## config.mk

```make
export PLATFORM = sky130hd
export DESIGN_NAME = camac_cycle_engine
export DESIGN_NICKNAME = d
export VERILOG_FILES = /design/src/rtl/camac_cycle_engine.sv
export SDC_FILE = /design/constraint.sdc
export NUM_CORES = 1
export LEC_CHECK = 0
export ABC_AREA = 1
export CAP_MARGIN = 40
export CORE_MARGIN = 2
export CORE_UTILIZATION = 30
export DETAILED_ROUTE_END_ITERATION = 16
export PLACE_DENSITY = 0.52
export SLEW_MARGIN = 15
export SYNTH_ARGS = -nofsm -noshare
export SYNTH_HDL_FRONTEND = slang
export SYNTH_SLANG_ARGS = --single-unit
export TNS_END_PERCENT = 5
```

## constraint.sdc

```tcl
create_clock -name clk -period 1.8 [get_ports clk]
set_input_delay 0.54 -clock clk [delete_from_list [all_inputs] [get_ports clk]]
set_output_delay 0.54 -clock clk [all_outputs]
set_load 0.01 [all_outputs]
```

## src/rtl/camac_cycle_engine.sv

```systemverilog
`default_nettype none
// ============================================================================
// camac_cycle_engine: runs one CAMAC dataway cycle per host command; syncs LAM
// Revision: 1.0
// ============================================================================
module camac_cycle_engine #(
   parameter int T_SETUP = 10,
   parameter int T_S1    = 5,
   parameter int T_GAP   = 10,
   parameter int T_S2    = 5,
   parameter int T_HOLD  = 10
) (
   input  logic        clk,
   input  logic        rst_n,
   input  logic        cmd_valid,
   output logic        cmd_ready,
   input  logic [1:0]  cmd_op,
   input  logic [4:0]  cmd_n,
   input  logic [3:0]  cmd_a,
   input  logic [4:0]  cmd_f,
   input  logic [23:0] cmd_data,
   output logic        rsp_valid,
   input  logic        rsp_ready,
   output logic [23:0] rsp_data,
   output logic        rsp_x,
   output logic        rsp_q,
   output logic        rsp_err,
   output logic [5:0]  camac_n,
   output logic [3:0]  camac_a,
   output logic [4:0]  camac_f,
   output logic        camac_b,
   output logic        camac_s1,
   output logic        camac_s2,
   output logic        camac_z,
   output logic        camac_c,
   output logic        camac_i,
   output logic [23:0] camac_w,
   input  logic [23:0] camac_r,
   input  logic        camac_x,
   input  logic        camac_q,
   input  logic [22:0] camac_l,
   output logic [22:0] lam,
   output logic        lam_any
);

   typedef enum logic [2:0] {
      IDLE  = 3'd0,
      SETUP = 3'd1,
      S1    = 3'd2,
      GAP   = 3'd3,
      S2    = 3'd4,
      HOLD  = 3'd5,
      RESP  = 3'd6
   } state_t;

   localparam logic [1:0] OP_NAF = 2'b00;
   localparam logic [1:0] OP_Z   = 2'b01;
   localparam logic [1:0] OP_C   = 2'b10;
   localparam logic [1:0] OP_INH = 2'b11;
   localparam int         CW     = 16;

   state_t        state, state_nx;
   logic [CW-1:0] cnt, cnt_nx;
   logic [1:0]    op, op_nx;
   logic          cmd_ready_nx, rsp_valid_nx, rsp_x_nx, rsp_q_nx, rsp_err_nx;
   logic [23:0]   rsp_data_nx, camac_w_nx;
   logic [5:0]    camac_n_nx;
   logic [3:0]    camac_a_nx;
   logic [4:0]    camac_f_nx;
   logic          camac_b_nx, camac_s1_nx, camac_s2_nx, camac_z_nx, camac_c_nx, camac_i_nx;

   logic [23:0]   r_in;
   logic          x_in, q_in;
   logic [22:0]   lam_meta;

   always_comb begin
      state_nx     = state;
      cnt_nx       = (cnt != '0) ? cnt - CW'(1) : cnt;
      op_nx        = op;
      cmd_ready_nx = cmd_ready;
      rsp_valid_nx = rsp_valid;
      rsp_data_nx  = rsp_data;
      rsp_x_nx     = rsp_x;
      rsp_q_nx     = rsp_q;
      rsp_err_nx   = rsp_err;
      camac_n_nx   = camac_n;
      camac_a_nx   = camac_a;
      camac_f_nx   = camac_f;
      camac_w_nx   = camac_w;
      camac_b_nx   = camac_b;
      camac_s1_nx  = camac_s1;
      camac_s2_nx  = camac_s2;
      camac_z_nx   = camac_z;
      camac_c_nx   = camac_c;
      camac_i_nx   = camac_i;

      case (state)
         IDLE: begin
            cmd_ready_nx = 1'b1;
            if (cmd_valid && cmd_ready) begin
               cmd_ready_nx = 1'b0;
               op_nx        = cmd_op;
               rsp_data_nx  = '0;
               rsp_x_nx     = 1'b0;
               rsp_q_nx     = 1'b0;
               rsp_err_nx   = 1'b0;
               if (cmd_op == OP_NAF && (cmd_n == 5'd0 || cmd_n > 5'd30)) begin
                  rsp_err_nx   = 1'b1;
                  rsp_valid_nx = 1'b1;
                  state_nx     = RESP;
               end else if (cmd_op == OP_INH) begin
                  camac_i_nx   = cmd_data[0];
                  rsp_valid_nx = 1'b1;
                  state_nx     = RESP;
               end else begin
                  state_nx   = SETUP;
                  cnt_nx     = CW'(T_SETUP - 1);
                  camac_b_nx = 1'b1;
                  camac_z_nx = (cmd_op == OP_Z);
                  camac_c_nx = (cmd_op == OP_C);
                  camac_n_nx = '0;
                  camac_a_nx = '0;
                  camac_f_nx = '0;
                  camac_w_nx = '0;
                  if (cmd_op == OP_NAF) begin
                     camac_n_nx = {1'b0, cmd_n};
                     camac_a_nx = cmd_a;
                     camac_f_nx = cmd_f;
                     // Write functions are F16..F23
                     if (cmd_f[4:3] == 2'b10) camac_w_nx = cmd_data;
                  end
               end
            end
         end
         SETUP: begin
            if (cnt == '0) begin
               if (op == OP_NAF) begin
                  state_nx    = S1;
                  cnt_nx      = CW'(T_S1 - 1);
                  camac_s1_nx = 1'b1;
               end else begin
                  // Z/C fold the S1 slot into the gap so S2 lands at the same time
                  state_nx = GAP;
                  cnt_nx   = CW'(T_S1 + T_GAP - 1);
               end
            end
         end
         S1: begin
            if (cnt == '0) begin
               state_nx    = GAP;
               cnt_nx      = CW'(T_GAP - 1);
               camac_s1_nx = 1'b0;
               rsp_x_nx    = x_in;
               rsp_q_nx    = q_in;
               if (camac_f[4:3] == 2'b00) rsp_data_nx = r_in;
            end
         end
         GAP: begin
            if (cnt == '0) begin
               state_nx    = S2;
               cnt_nx      = CW'(T_S2 - 1);
               camac_s2_nx = 1'b1;
            end
         end
         S2: begin
            if (cnt == '0) begin
               state_nx    = HOLD;
               cnt_nx      = CW'(T_HOLD - 1);
               camac_s2_nx = 1'b0;
            end
         end
         HOLD: begin
            if (cnt == '0) begin
               state_nx     = RESP;
               rsp_valid_nx = 1'b1;
               camac_b_nx   = 1'b0;
               camac_n_nx   = '0;
               camac_a_nx   = '0;
               camac_f_nx   = '0;
               camac_w_nx   = '0;
               camac_z_nx   = 1'b0;
               camac_c_nx   = 1'b0;
            end
         end
         RESP: begin
            if (rsp_ready) begin
               state_nx     = IDLE;
               rsp_valid_nx = 1'b0;
               cmd_ready_nx = 1'b1;
            end
         end
         default: state_nx = IDLE;
      endcase
   end

   always_ff @(posedge clk) begin
      if (!rst_n) begin
         state     <= IDLE;
         cnt       <= '0;
         op        <= '0;
         cmd_ready <= 1'b0;
         rsp_valid <= 1'b0;
         rsp_data  <= '0;
         rsp_x     <= 1'b0;
         rsp_q     <= 1'b0;
         rsp_err   <= 1'b0;
         camac_n   <= '0;
         camac_a   <= '0;
         camac_f   <= '0;
         camac_w   <= '0;
         camac_b   <= 1'b0;
         camac_s1  <= 1'b0;
         camac_s2  <= 1'b0;
         camac_z   <= 1'b0;
         camac_c   <= 1'b0;
         camac_i   <= 1'b0;
      end else begin
         state     <= state_nx;
         cnt       <= cnt_nx;
         op        <= op_nx;
         cmd_ready <= cmd_ready_nx;
         rsp_valid <= rsp_valid_nx;
         rsp_data  <= rsp_data_nx;
         rsp_x     <= rsp_x_nx;
         rsp_q     <= rsp_q_nx;
         rsp_err   <= rsp_err_nx;
         camac_n   <= camac_n_nx;
         camac_a   <= camac_a_nx;
         camac_f   <= camac_f_nx;
         camac_w   <= camac_w_nx;
         camac_b   <= camac_b_nx;
         camac_s1  <= camac_s1_nx;
         camac_s2  <= camac_s2_nx;
         camac_z   <= camac_z_nx;
         camac_c   <= camac_c_nx;
         camac_i   <= camac_i_nx;
      end
   end

   // Dataway inputs get one register stage; LAM is asynchronous and gets two
   always_ff @(posedge clk) begin
      if (!rst_n) begin
         r_in     <= '0;
         x_in     <= 1'b0;
         q_in     <= 1'b0;
         lam_meta <= '0;
         lam      <= '0;
         lam_any  <= 1'b0;
      end else begin
         r_in     <= camac_r;
         x_in     <= camac_x;
         q_in     <= camac_q;
         lam_meta <= camac_l;
         lam      <= lam_meta;
         lam_any  <= |lam;
      end
   end

endmodule
`default_nettype wire

```

==> results.md, run 1 <==
- Clock skew: around 0.014 ns
- DIE AREA: ~24000 µm²
- Slew Limit Fails: 0
- Clk buf depth: 2
- Initial Util: approximately 30%
- RSZ-0062 raised after global routing: true
- FILL cells: approximately 2300
- 1st-iter DRT viols: 290
- Post-CTS Hold Fix Bufs: 0
- First-pass detailed-route iteration total: 6
- Clock Pin Slew Worst Setup and Hold Paths: about 0.07 ns
- Vias in the first global route: 5946
- Total core area: between 20000 and 25000 µm²
- Synth Cell Area: roughly 6800 µm²
- Gr ovfl total: 0
- Syn Area/Cell: around 7.5 µm²
- Post-synth top area share: between 40% and 50%
- Element type at the critical path end: register
- Post-synthesis compound-gate area fraction: under 10%
- Clk sinks: about 170
- Fmax: roughly 0.57 GHz
- Routed WL: between 15000 and 20000 µm
- Clock root cell: clkbuf_16
- Io pins: 191
- CTS tree: built
- Via count: between 6000 and 7000
- Max-Cap Viols: 0
- Final design utilization: approximately 44%
- Post-synth EDFFs: 0
- Arrival time at the worst endpoint: between 2 and 2.5 ns
- Layout cell share with drive strength beyond 1: 14.57%
- NetSw: 5.399 mW
- Standard-cell rows: 55
- Synth area leader: dfxtp_1
- Reg power frac: about a third
- End of the critical path: camac_n[0]$_SDFFE_PN0P_
- Worst Reg-to-Reg Cells: 14
- Post-DRT Antenna Nets: 0
- Mapped Nets: 1008
- Hpwl dp: 13340 µm
- H-Tree Depth: 4
- Most common cell in the netlist: nand2_1
- Internal Dissipation: approximately 8.3 mW
- R2R Setup Slk: around 0.04 ns
- DR DRC count: 0
- #FFs+latches synth: between 150 and 200
- Drt wl/cell: 13.28 µm
- Lkg Pwr: approximately 4.9 nW
- First-pass GRT wire length: 29930 µm
- Hold path depth: 2
- Mux cell area share after synthesis: 0%
- Period utilization: 97.77%
- Port bufs: 189
- Critical path class: input pin to register
- Top cells by count, synth: 237 x nand2_1, 167 x dfxtp_1, 107 x inv_1
- Largest family of logic cells by synthesized area: simple AND/OR/NAND/NOR gates
- Sequential share of the synthesized area: between 40 and 50%
- Placer congestion estimate: approximately 0.79
- Synth-to-Final Area Change: 46.73%
- Final net count: approximately 1200
- Final worst path period need: between 1.5 and 2 ns
- Simple-gate share of the synthesized area: between 30% and 40%
- Top post-synthesis cells by area: dfxtp_1 49%, nand2_1 13%, inv_1 5.9%
- Combinational Power Share: a little over two fifths
- Synth Area in XOR/XNOR: less than 1%
- Post-synth top flop: dfxtp_1
- Status: completed
- Largest net degree at the start of global routing: between 50 and 60
- Setup Viol. Count Final: 0
- Die outline height: approximately 150 µm
- Unique masters post-synth: 37
- CP required: between 2 and 2.5 ns
- Synth warn: 0
- Net Sw Frac: roughly two fifths
- Die Width: between 150 and 200 µm
- Mapped Cells: 911
- Num CTS Buffers: 17
- Power, Total: 13.68 mW
- FF-to-FF End: rsp_data[12]$_SDFFE_PN0P_
- Initial antenna violation count: 0
- Clock Latency Late Sink: between 0.4 and 0.5 ns
- Hold Vio Cnt, Final: 0
- CP startpoint: cmd_op[0]
- RR Startpoint: cnt[1]$_SDFF_PN0_
- Post-synth ARST share: 0%
- Max VDD drop: about 0.71 mV
- GRT Util Overall: 15.61%
- Hold Path Class: register to register
- Clock share of power: 25.8%
- P per Cell Area: roughly 1400 nW/µm²
- Worst-path maximum fanout: 13
- Synth Area in Adders: less than 1%
- Vias per Instance: between 4 and 5
- Crit start category: input pin
- # diodes: 0
[area by class of cell]
cell class / count / area, µm² / area share (%)
sequential: 167 / 3348 / 33.46
multi-input combinational: 577 / 2872 / 28.70
timing repair buffer: 247 / 2406 / 24.05
inverter: 117 / 444.2 / 4.439
clock buffer: 17 / 425.4 / 4.252
tap: 285 / 356.6 / 3.564
clock inverter: 14 / 153.9 / 1.538
[worst max-delay path: stages]
cell and delay [ns]:
clkdlybuf4s50_1 0.47, inv_1 0.07, nand2_2 0.11, nor2_1 0.05
nand2_1 0.11, nand3_4 0.12, nand2_4 0.13, nand3_4 0.13
clkbuf_16 0.20, nand2_1 0.06, a21oi_1 0.05
[cells in the final DEF, fill, tap and decap left out, drive strengths merged, types with 2 or more instances in the layout]
master         instances
a21oi                 85
buf                   56
clkbuf                20
clkdlybuf4s50         91
clkinv                 9
dfxtp                167
dlygate4sd2           97
ha                     4
inv                  121
nand2                254
nand3                 50
nand3b                 5
nand4                 45
nor2                  93
nor3                  10
nor4                   5
o21ai                 12
or2                    2
xnor2                  2
xor2                   5
[registers in the layout, summed over array words and instances, names as in the netlist, 2 cells and up]
register  count
rsp_data     24
camac_w      24
r_in         24
op            2
camac_n       5
camac_a       4
state         3
camac_f       5
lam_meta     23
lam          23
cnt          16
[power by group through the flow]
| stage | Combinational (mW) | Sequential (mW) | Clock [mW] |
|---|---|---|---|
| floorplan | 3.45 | 4.46 | 0 |
| global placement | 5.53 | 4.46 | 0 |
| detailed placement | 5.53 | 4.46 | 0 |
| CTS | 5.47 | 4.37 | 3.64 |
| global route | 6.50 | 4.43 | 3.79 |
| finish | 5.78 | 4.38 | 3.52 |
[per-layer routing]
metal / routed length, µm / track usage (%)
met1: 8457 / 19.31
met2: 8835 / 25.60
met3: 1347 / 5.492
met4: 276 / 4.762
met5: 0 / 0
[kinds of logic after synthesis]
family	after synthesis
buffers and inverters	167
other	1
DFF	167
adders and majority gates	4
xor gates and xnor gates	7
AOI/OAI and AO/OA	101
and+or+nand+nor	464
[per-stage QoR]
| step | cell area [µm²] | setup WS (ns) | hold slack [ns] | TNS, ns | instances |
|---|---|---|---|---|---|
| final | 10010 | 0.04006 | 0.4120 | 0 | 1424 |
| after global routing | 10010 | -0.09149 | 0.4300 | -3.251 | 1424 |
| after CTS | 9782 | 0.01443 | 0.4118 | 0 | 1415 |
| after detailed placement | 9304 | -0.5866 | 0.3955 | -35.24 | 1384 |
| after global placement | 9304 | -0.5449 | 0.3923 | -33.40 | 1384 |
| after floorplan | 6819 | 0.1063 | 0.3905 | 0 | 911 |
[repair_timing]
item                                    in CTS  in global routing
pin swaps                                    1                 10
hold endpoints to repair                     0                  0
setup buffers                                0                  5
endpoints found under the setup margin     152                 83
gates cloned                                 0                  4
gates resized for setup                    101                 29
[how the worst min path moves through the flow]
stage | start | end | slack, ns
after global routing | lam_meta[9]$_SDFF_PN0_ | lam[9]$_SDFF_PN0_ | 0.43
final | lam_meta[12]$_SDFF_PN0_ | lam[12]$_SDFF_PN0_ | 0.41
after floorplan | lam_meta[0]$_SDFF_PN0_ | lam[0]$_SDFF_PN0_ | 0.39
after detailed placement | lam_meta[5]$_SDFF_PN0_ | lam[5]$_SDFF_PN0_ | 0.40
after global placement | lam_meta[4]$_SDFF_PN0_ | lam[4]$_SDFF_PN0_ | 0.39
after CTS | lam_meta[5]$_SDFF_PN0_ | lam[5]$_SDFF_PN0_ | 0.41
Note: power is estimated with default switching activity, not from simulation.
==> run 2, diff against run 1 <==
--- a/config.mk
+++ b/config.mk
@@ -7,10 +7,13 @@
 export LEC_CHECK = 0
 export ABC_AREA = 1
 export CAP_MARGIN = 40
+export CELL_PAD_IN_SITES_DETAIL_PLACEMENT = 1
+export CELL_PAD_IN_SITES_GLOBAL_PLACEMENT = 2
+export CORE_ASPECT_RATIO = 1.25
 export CORE_MARGIN = 2
-export CORE_UTILIZATION = 30
+export CORE_UTILIZATION = 24
 export DETAILED_ROUTE_END_ITERATION = 16
-export PLACE_DENSITY = 0.52
+export PLACE_DENSITY = 0.72
 export SLEW_MARGIN = 15
 export SYNTH_ARGS = -nofsm -noshare
 export SYNTH_HDL_FRONTEND = slang
==> run 2 against run 1 <==
Clock-buffer cell count rose by 1. Clock skew fell by 0.0036 ns. Fmax is essentially flat. Combinational power up 6.4%. Cell count is 6.2% higher. Via count increased by 6.0%. Largest cell class unchanged. First-iteration DRC count decreased by 26%. Worst setup slack worse by 0.0012 ns. Global-route usage decreased by 0.26 points. Flip-flop and latch count stayed put. Clock power increased by 5.7%. Core utilization fell by 8.1 points. Highest routed layer unchanged.
==> results.md, run 2 (synthesis results as in run 1) <==
- Die outline height: 192.5 µm (was 154.8 µm)
- Vias in the first global route: 6614 (was 5946)
- Family with the most delay on the worst path: buffers and inverters (unchanged)
- DR DRC count: 0 (unchanged)
- Worst path depth: 14 (was 11)
- Post-CTS Hold Fix Bufs: 0 (unchanged)
- Die Width: 154.8 µm (unchanged)
- R2R Setup Slk: 0.04 ns (about the same)
- Routed WL: 23130 µm (was 18920 µm)
- CTS tree: built (unchanged)
- Max VDD drop: 0.6781 mV (was 0.7138 mV)
- Standard-cell rows: 69 (was 55)
- CP peak stage delay: 0.32 ns (was 0.47 ns)
- Clk sinks: 167 (unchanged)
- CP required: 2.16 ns (was 2.09 ns)
- Commonest non-fill, non-tap cell in the layout: nand2_1 (unchanged)
- Clock Pin Slew Worst Setup and Hold Paths: 0.07 ns (about the same)
- Num CTS Buffers: 17 (unchanged)
- Finished Cell Area: 10270 µm² (was 10010 µm²)
- Master of the slowest instance on the critical path: dfxtp_2 (was clkdlybuf4s50_1)
- First-pass GRT wire length: 35820 µm (was 29930 µm)
- Total core area: 28230 µm² (was 22500 µm²)
- Biggest regs: camac_w (24), r_in (24), rsp_data (24) (unchanged)
- P per Cell Area: 1390 nW/µm² (was 1368 nW/µm²)
- Setup Viol. Count Final: 0 (unchanged)
- Post-DRT Antenna Nets: 0 (unchanged)
- Final worst path period need: 1.761 ns (was 1.760 ns)
- Initial Util: 24.15% (was 30.30%)
- Status: completed (unchanged)
- Clock root cell: clkbuf_16 (unchanged)
- # diodes: 0 (unchanged)
- DIE AREA: 29790 µm² (was 23950 µm²)
- Hpwl dp: 16390 µm (was 13340 µm)
- Slew Limit Fails: 0 (unchanged)
- Vias per Instance: 4.394 (was 4.401)
- Hold endpoint: lam[18]$_SDFF_PN0_ (was lam[12]$_SDFF_PN0_)
- RSZ-0062 raised after global routing: true (unchanged)
- Final net count: 1241 (was 1224)
- Worst hold slack: 0.4128 ns (was 0.4120 ns)
- Placed inst area: 9487 µm² (was 9304 µm²)
- 1st-iter DRT viols: 214 (was 290)
- CP startpoint: cnt[0]$_SDFF_PN0_ (was cmd_op[0])
- Crit start category: register (was input pin)
- Power, Total: 14.28 mW (was 13.68 mW)
- GRT Util Overall: 15.35% (was 15.61%)
- Via count: 6644 (was 6267)
- Lkg Pwr: 5.052 nW (was 4.907 nW)
- Initial antenna violation count: 0 (unchanged)
- First-pass detailed-route iteration total: 4 (was 6)
- Hold Vio Cnt, Final: 0 (unchanged)
- Drt wl/cell: 15.29 µm (was 13.28 µm)
- CP Buf/Inv Count: 5 (was 3)
- Worst-path maximum fanout: 6 (was 13)
- Fmax: 0.5678 GHz (was 0.5682 GHz)
- Hold Path Class: register to register (unchanged)
- Io pins: 191 (unchanged)
- Port bufs: 189 (unchanged)
- Period utilization: 97.84% (was 97.77%)
- Arrival time at the worst endpoint: 2.12 ns (was 2.05 ns)
- HP Start: lam_meta[18]$_SDFF_PN0_ (was lam_meta[12]$_SDFF_PN0_)
- Critical path class: register to register (was input pin to register)
- Clock skew: 0.009941 ns (was 0.01358 ns)
- CP cell instances: inv_2 > ha_4 > inv_2 > nor2_2 > nand2_1 > nor2_2 > nand2_2 > clkinv_4 > nand2_4 > a21oi_4 > buf_12 > clkbuf_16 > nand2_2 > a21oi_2 (was clkdlybuf4s50_1 > inv_1 > nand2_2 > nor2_1 > nand2_1 > nand3_4 > nand2_4 > nand3_4 > clkbuf_16 > nand2_1 > a21oi_1)
- Hold path depth: 2 (unchanged)
- H-Tree Depth: 4 (unchanged)
- Commonest cells after routing, fill and taps aside: 231 x nand2_1, 163 x dfxtp_1, 104 x inv_1 (was 232 x nand2_1, 163 x dfxtp_1, 104 x inv_1)
- Largest net degree at the start of global routing: 64 (was 53)
- Placer congestion estimate: 0.7711 (was 0.7911)
- Layout cell share with drive strength beyond 1: 16.34% (was 14.57%)
- Clock Latency Late Sink: 0.43 ns (about the same)
- Element type at the critical path end: register (unchanged)
- RR Startpoint: cnt[0]$_SDFF_PN0_ (was cnt[1]$_SDFF_PN0_)
- Synth-to-Final Area Change: 50.64% (was 46.73%)
- Max-Cap Viols: 0 (unchanged)
- Worst Reg-to-Reg Cells: 14 (unchanged)
- FF-to-FF End: rsp_data[3]$_SDFFE_PN0P_ (was rsp_data[12]$_SDFFE_PN0P_)
- Setup_tns: 0 ns (unchanged)
- Clk buf depth: 2 (unchanged)
- Gr ovfl total: 0 (unchanged)
[run 2: what timing repair did]
action | 4_1_cts | 5_1_grt
cloned | 1 | 4
setup endpoints to repair | 178 | 85
buffers inserted | 1 | 9
endpoints found under the hold margin | 0 | 0
gates resized for setup | 106 | 38
pin swaps | 2 | 10
[run 2: per-layer routing]
| metal | wire length, µm | up-vias | track usage [%] |
|---|---|---|---|
| met2 | 11490 | 151 | 26.68 |
| met5 | 0 | - | 0 |
| met3 | 1148 | 18 | 3.952 |
| li1 | - | 3336 | - |
| met1 | 10170 | 3139 | 18.57 |
| met4 | 314 | 0 | 4.843 |
[run 2: worst max-delay path by stage]
stage / to / slack, ns
after floorplan: rsp_data[0]$_SDFFE_PN0P_ / 0.11
after global placement: cnt[9]$_SDFF_PN0_ / -0.62
after detailed placement: cnt[15]$_SDFF_PN0_ / -0.66
after CTS: rsp_data[8]$_SDFFE_PN0P_ / -0.05
after global routing: rsp_data[7]$_SDFFE_PN0P_ / -0.06
final: rsp_data[3]$_SDFFE_PN0P_ / 0.04
[run 2: layout make-up]
cell class	count	area, µm²
fillers	3416	17960
flip-flops and latches	167	3348
multi-input cells	577	2890
repair buffers	264	2552
inverters	117	444.2
well taps	355	444.2
clock buffers	18	429.2
clock inverters	14	163.9
[run 2: where the power goes]
part / internal (mW) / leakage (nW) / switching, mW / total [mW]
registers: 4.09 / 1.37 / 0.316 / 4.40
clock network: 2.08 / 0.289 / 1.64 / 3.72
logic: 2.51 / 3.39 / 3.64 / 6.15
[run 2: stage by stage]
stage | worst slack [ns] | cells | util (%)
finish | 0.03889 | 1512 | 36.39
CTS | -0.05075 | 1499 | 35.38
detailed placement | -0.6566 | 1465 | 33.60
floorplan | 0.1063 | 911 | -
global placement | -0.6210 | 1465 | 33.60
global route | -0.06011 | 1512 | 36.39
[run 2: worst min-delay path, delay by kind of cell (launching register included)]
family | cells | cell delay, ns
simple gates | 1 | 0.04
buf+inv | 1 | 0.04
flops | 1 | 0.30
